**src/rtl/lsu_pkg.sv**
```systemverilog
// Shared types for the load/store unit: FSM states, funct3 encodings and
// the access-legality rule used at request acceptance.
package lsu_pkg;

    typedef enum logic [1:0] {
        S_IDLE     = 2'd0,
        S_LOAD_RSP = 2'd1,
        S_RMW_WR   = 2'd2,
        S_ERR_RSP  = 2'd3
    } lsu_state_e;

    localparam logic [2:0] F3_B  = 3'b000;
    localparam logic [2:0] F3_H  = 3'b001;
    localparam logic [2:0] F3_W  = 3'b010;
    localparam logic [2:0] F3_BU = 3'b100;
    localparam logic [2:0] F3_HU = 3'b101;

    // Unsigned variants exist only for loads; any other funct3 is illegal.
    function automatic logic access_err(input logic we, input logic [2:0] f3,
                                        input logic [1:0] off);
        logic e;
        case (f3)
            F3_B:    e = 1'b0;
            F3_H:    e = off[0];
            F3_W:    e = |off;
            F3_BU:   e = we;
            F3_HU:   e = we | off[0];
            default: e = 1'b1;
        endcase
        return e;
    endfunction

endpackage

```
**src/rtl/lsu_extend.sv**
```systemverilog
// Selects the addressed byte/halfword lane of a RAM word and extends it to
// 32 bits according to the load funct3.
module lsu_extend
    import lsu_pkg::*;
(
    input  logic [31:0] word,
    input  logic [1:0]  lane,
    input  logic [2:0]  funct3,
    output logic [31:0] result
);

    logic [31:0] shifted;

    assign shifted = word >> {lane, 3'b000};

    always_comb begin
        case (funct3)
            F3_B:    result = {{24{shifted[7]}}, shifted[7:0]};
            F3_H:    result = {{16{shifted[15]}}, shifted[15:0]};
            F3_BU:   result = {24'h0, shifted[7:0]};
            F3_HU:   result = {16'h0, shifted[15:0]};
            default: result = word;
        endcase
    end

endmodule

```
**src/rtl/load_store_unit.sv**
```systemverilog
// MEM-stage load/store unit: one access at a time against a word RAM with a
// combinational read port; sub-word stores use a read-modify-write cycle.
module load_store_unit
    import lsu_pkg::*;
#(
    parameter int ADDRESS_WIDTH = 32,
    parameter int DATA_WIDTH    = 32
) (
    input  logic                     clk,
    input  logic                     rst_n,
    input  logic                     req_valid,
    output logic                     req_ready,
    input  logic                     req_we,
    input  logic [2:0]               req_funct3,
    input  logic [ADDRESS_WIDTH-1:0] req_addr,
    input  logic [DATA_WIDTH-1:0]    req_wdata,
    output logic                     resp_valid,
    output logic [DATA_WIDTH-1:0]    resp_rdata,
    output logic                     resp_err,
    output logic                     mem_we,
    output logic [ADDRESS_WIDTH-1:0] mem_a,
    output logic [DATA_WIDTH-1:0]    mem_wd,
    input  logic [DATA_WIDTH-1:0]    mem_rd
);

    lsu_state_e               state_q, state_d;
    logic [DATA_WIDTH-1:0]    rdata_q, rdata_d;
    logic [DATA_WIDTH-1:0]    merge_q, merge_d;
    logic [ADDRESS_WIDTH-1:0] index_q, index_d;

    logic [ADDRESS_WIDTH-1:0] req_index;
    logic [DATA_WIDTH-1:0]    load_ext;
    logic [DATA_WIDTH-1:0]    merge_word;
    logic                     req_err;
    logic                     idle;

    assign idle      = (state_q == S_IDLE);
    assign req_index = {2'b00, req_addr[ADDRESS_WIDTH-1:2]};
    assign req_err   = access_err(req_we, req_funct3, req_addr[1:0]);

    lsu_extend u_extend (
        .word   (mem_rd),
        .lane   (req_addr[1:0]),
        .funct3 (req_funct3),
        .result (load_ext)
    );

    // Only meaningful for legal SB/SH: funct3[0] separates halfword from byte.
    always_comb begin
        merge_word = mem_rd;
        if (req_funct3[0]) begin
            merge_word[{req_addr[1], 4'b0000} +: 16] = req_wdata[15:0];
        end else begin
            merge_word[{req_addr[1:0], 3'b000} +: 8] = req_wdata[7:0];
        end
    end

    // NOTE: every signal gets its hold value first so no path can infer a latch.
    always_comb begin
        state_d = state_q;
        rdata_d = rdata_q;
        merge_d = merge_q;
        index_d = index_q;
        case (state_q)
            S_IDLE: begin
                if (req_valid) begin
                    index_d = req_index;
                    if (req_err) begin
                        state_d = S_ERR_RSP;
                    end else if (!req_we) begin
                        rdata_d = load_ext;
                        state_d = S_LOAD_RSP;
                    end else if (req_funct3 == F3_W) begin
                        state_d = S_LOAD_RSP;
                    end else begin
                        merge_d = merge_word;
                        state_d = S_RMW_WR;
                    end
                end
            end
            default: state_d = S_IDLE;
        endcase
    end

    // NOTE: state registers use non-blocking assignments so all flops sample together.
    always_ff @(posedge clk or negedge rst_n) begin
        if (!rst_n) begin
            state_q <= S_IDLE;
            rdata_q <= '0;
            merge_q <= '0;
            index_q <= '0;
        end else begin
            state_q <= state_d;
            rdata_q <= rdata_d;
            merge_q <= merge_d;
            index_q <= index_d;
        end
    end

    // Word stores write straight through in the acceptance cycle.
    assign mem_we     = (idle && req_valid && req_we && !req_err && req_funct3 == F3_W)
                        || (state_q == S_RMW_WR);
    assign mem_a      = idle ? req_index : index_q;
    assign mem_wd     = (state_q == S_RMW_WR) ? merge_q : req_wdata;
    assign req_ready  = idle;
    assign resp_valid = !idle;
    assign resp_err   = (state_q == S_ERR_RSP);
    assign resp_rdata = rdata_q;

endmodule

```
**config.mk**
```make
export PLATFORM = sky130hd
export DESIGN_NAME = load_store_unit
export DESIGN_NICKNAME = d
export VERILOG_FILES = /design/src/rtl/lsu_pkg.sv /design/src/rtl/lsu_extend.sv /design/src/rtl/load_store_unit.sv
export SDC_FILE = /design/constraint.sdc
export NUM_CORES = 1
export LEC_CHECK = 0
export ABC_AREA = 1
export CORE_ASPECT_RATIO = 1.4
export CORE_MARGIN = 1
export CORE_UTILIZATION = 45
export DETAILED_ROUTE_END_ITERATION = 7
export GPL_ROUTABILITY_DRIVEN = 0
export PLACE_DENSITY = 0.82
export SLEW_MARGIN = 20
export SYNTH_ARGS = -nofsm -noshare
export SYNTH_HDL_FRONTEND = slang
export SYNTH_SLANG_ARGS = --single-unit
```
**constraint.sdc**
```tcl
create_clock -name clk -period 3.72 [get_ports clk]
set_input_delay 1.116 -clock clk [delete_from_list [all_inputs] [get_ports clk]]
set_output_delay 1.116 -clock clk [all_outputs]
set_load 0.02 [all_outputs]
```
==> impl_metrics.env <==
export IMPL_status="completed"
export IMPL_post_drt_wl_per_cell_um=14.5
export IMPL_initial_core_util=0.461
export IMPL_layout_common_cells="nand2_1, clkdlybuf4s50_1, o21ai_0"
export IMPL_hold_path_class="reg2reg"
export IMPL_root_buffer="clkbuf_16"
export IMPL_worstRegToRegCells=8
export IMPL_viasPerCell=5.11
export IMPL_syn_area_per_cell_um2=6.52
export IMPL_vias=6903
export IMPL_pin_count=203
export IMPL_fin_crit_sh=0.990
export IMPL_finalPower_uw=4150
export IMPL_die_w_um=103
export IMPL_ant_nets=0
export IMPL_clock_latency_ps=350
export IMPL_rows=51
export IMPL_ys_seq_elements=96
export IMPL_crit_buf_inv=3
export IMPL_drt_iter0_drc=460
export IMPL_grtUsageTotal=0.268
export IMPL_ys_top_cells_by_area="dfrtp_1, nand2_1, o21ai_0"
export IMPL_r2r_end="resp_rdata[3]$_DFFE_PN0P_"
export IMPL_skew_ps=7.14
export IMPL_crit_family="buffers and inverters"
export IMPL_cp_end_kind="output pin"
export IMPL_postLayoutCoreUtil=0.641
export IMPL_r2r_slack_ps=1480
export IMPL_slew_headroom=0.561
export IMPL_area_growth_pct=39.1
export IMPL_r2r_start="state_q[1]$_DFFE_PN0P_"
export IMPL_fin_crit_ps=3680
export IMPL_diodes=0
export IMPL_path_max_fanout=3
export IMPL_max_clock_freq_mhz=272
export IMPL_ys_warn_count=0
export IMPL_setup_viol_count_final=0
export IMPL_critical_path_class="in2out"
export IMPL_vdd_ir_drop_max_mv=0.235
export IMPL_synth_top_cell_by_area="dfrtp_1"
export IMPL_hold_violations=0
export IMPL_synth_top_area_frac=0.376
export IMPL_worst_setup_hold_path_clk_slew_ps=70
export IMPL_rsz0062_at_grt="no"
export IMPL_antenna_found_initial=0
export IMPL_path_cells="clkdlybuf4s50_1, inv_1, a21oi_1, clkdlybuf4s50_1"
export IMPL_wirelength_um=19500
export IMPL_p_per_area_nw_per_um2=468
export IMPL_worstMarginPinSlew_ps=658
export IMPL_cpMostUsedCell="clkdlybuf4s50_1"
export IMPL_yosysSeqAreaShare=0.376
export IMPL_cap_violations=0
export IMPL_synthCells=979
export IMPL_htreeDepth=3
export IMPL_drc=0
export IMPL_slew_viol_final=0
export IMPL_fin_ws_ps=37.9
export IMPL_clock_path_buffers=2
export IMPL_cp_start_kind="input port"
export IMPL_cts_made_buffers=9
export IMPL_grt_pass1_vias=6177
export IMPL_die_area_um2=14700
export IMPL_finalNetCount=1269
export IMPL_crit_required_ps=2600
export IMPL_cts_hold_buf=0
export IMPL_drive_gt1_frac=0.0780
export IMPL_min_path_cells=2
export IMPL_pre_cts_slack_ps=-310
export IMPL_fill_cells=1250
export IMPL_dieHeight_um=143
export IMPL_grt_max_degree=68
export IMPL_core_area_um2=13800
export IMPL_first_pass_iters=5
export IMPL_cp_arrival_ps=2570
export IMPL_grt_overflow=0
export IMPL_hpwl_um=14900
export IMPL_synth_cell_types=27
export IMPL_holdPathEnd="merge_q[9]$_DFFE_PN0P_"
export IMPL_layout_commonest_cell="nand2_1"
export IMPL_worstHoldStart="merge_q[9]$_DFFE_PN0P_"
export IMPL_portBuffers=200
export IMPL_cp_slowest_cell="clkdlybuf4s50_1"
export IMPL_cts_sinks=96
export IMPL_grt_pass1_wl_um=30500
export IMPL_max_stage_delay_ps=640
export IMPL_synth_area_um2=6380
export IMPL_cts_tree="done"
export IMPL_leakagePower_uw=0.00448
## tightest hold or removal path, delay by kind of cell, from the launching register on
kind	cells	cell delay, ps
flip-flops	1	340
AND/OR/NAND/NOR	2	100
## state kept, by name (all words and copies together), names as in the netlist
signal and count:
index_q 30, merge_q 32, resp_rdata 32, state_q 2
## per-layer routing
metal  global-route usage  wire (um)  vias up
met4                0.126        739        0
met2                0.458       9750      277
met1                0.325       7750     3143
met3               0.0431       1300       39
li1                     -          -     3444
met5                    0          0        -
## report_power, final
| part | switching (uW) | total [uW] | internal [uW] |
|---|---|---|---|
| registers | 159 | 1490 | 1330 |
| logic | 890 | 1640 | 749 |
| clock network | 412 | 1020 | 610 |
| total | 1460 | 4150 | 2690 |
## layout make-up
type | instances | area [um2] | share of cell area
clock buffer | 10 | 239 | 0.0269
timing repair buffer | 233 | 2250 | 0.254
inverter | 100 | 379 | 0.0427
clock inverter | 6 | 90.1 | 0.0102
multi-input combinational | 722 | 3280 | 0.370
sequential | 96 | 2400 | 0.271
tap | 185 | 231 | 0.0261
## kinds of logic after synthesis
kind of cell	share of synthesized area
AND/OR/NAND/NOR	0.298
multiplexers	0.0282
flip-flops	0.376
buffers and inverters	0.110
adder cells (fa/ha/maj)	0.00784
other	0.000588
AO/OA/AOI/OAI	0.179
## how the worst max path moves through the flow
| stage | start | end | slack, ps | cells past startpoint |
|---|---|---|---|---|
| 6_report | req_wdata[1] | mem_wd[1] | 40 | 4 |
| 5_1_grt | req_wdata[1] | mem_wd[1] | 0.5 | 4 |
| 4_1_cts | req_wdata[1] | mem_wd[1] | 70 | 4 |
| 3_5_place_dp | req_addr[0] | mem_we | -310 | 10 |
| 3_3_place_gp | req_addr[0] | mem_we | -270 | 10 |
| 2_1_floorplan | req_addr[1] | mem_we | 120 | 11 |
## cell usage after synthesis
master	n
nand3_4	1
clkbuf_1	27
nand3_1	8
ha_1	4
o21ai_0	127
o21ai_1	11
dfrtp_1	96
buf_2	20
inv_1	91
nand2_2	4
a21oi_1	50
clkinv_1	1
nand2_1	409
nor2_2	2
nand4_1	1
nor3_4	1
buf_6	7
o211ai_1	7
o22ai_1	24
buf_4	4
mux2_2	16
nor2_1	49
nor2_4	3
buf_1	4
nand3_2	3
conb_1	1
inv_2	8
## through the flow
step                      instance area (um2)  hold slack (ps)  instances  TNS (ps)
after floorplan                          6380              445        980         0
after global placement                   8550              462       1336      -275
after detailed placement                 8550              466       1336      -310
after CTS                                8870              484       1352         0
after global routing                     8870              495       1352         0
final                                    8870              481       1352         0
## timing repair
item	4_1_cts	5_1_grt
resized for setup	4	1
endpoints found under the setup margin	1	1
buffers inserted	0	0
No activity file was read; power rests on OpenSTA's default activity.
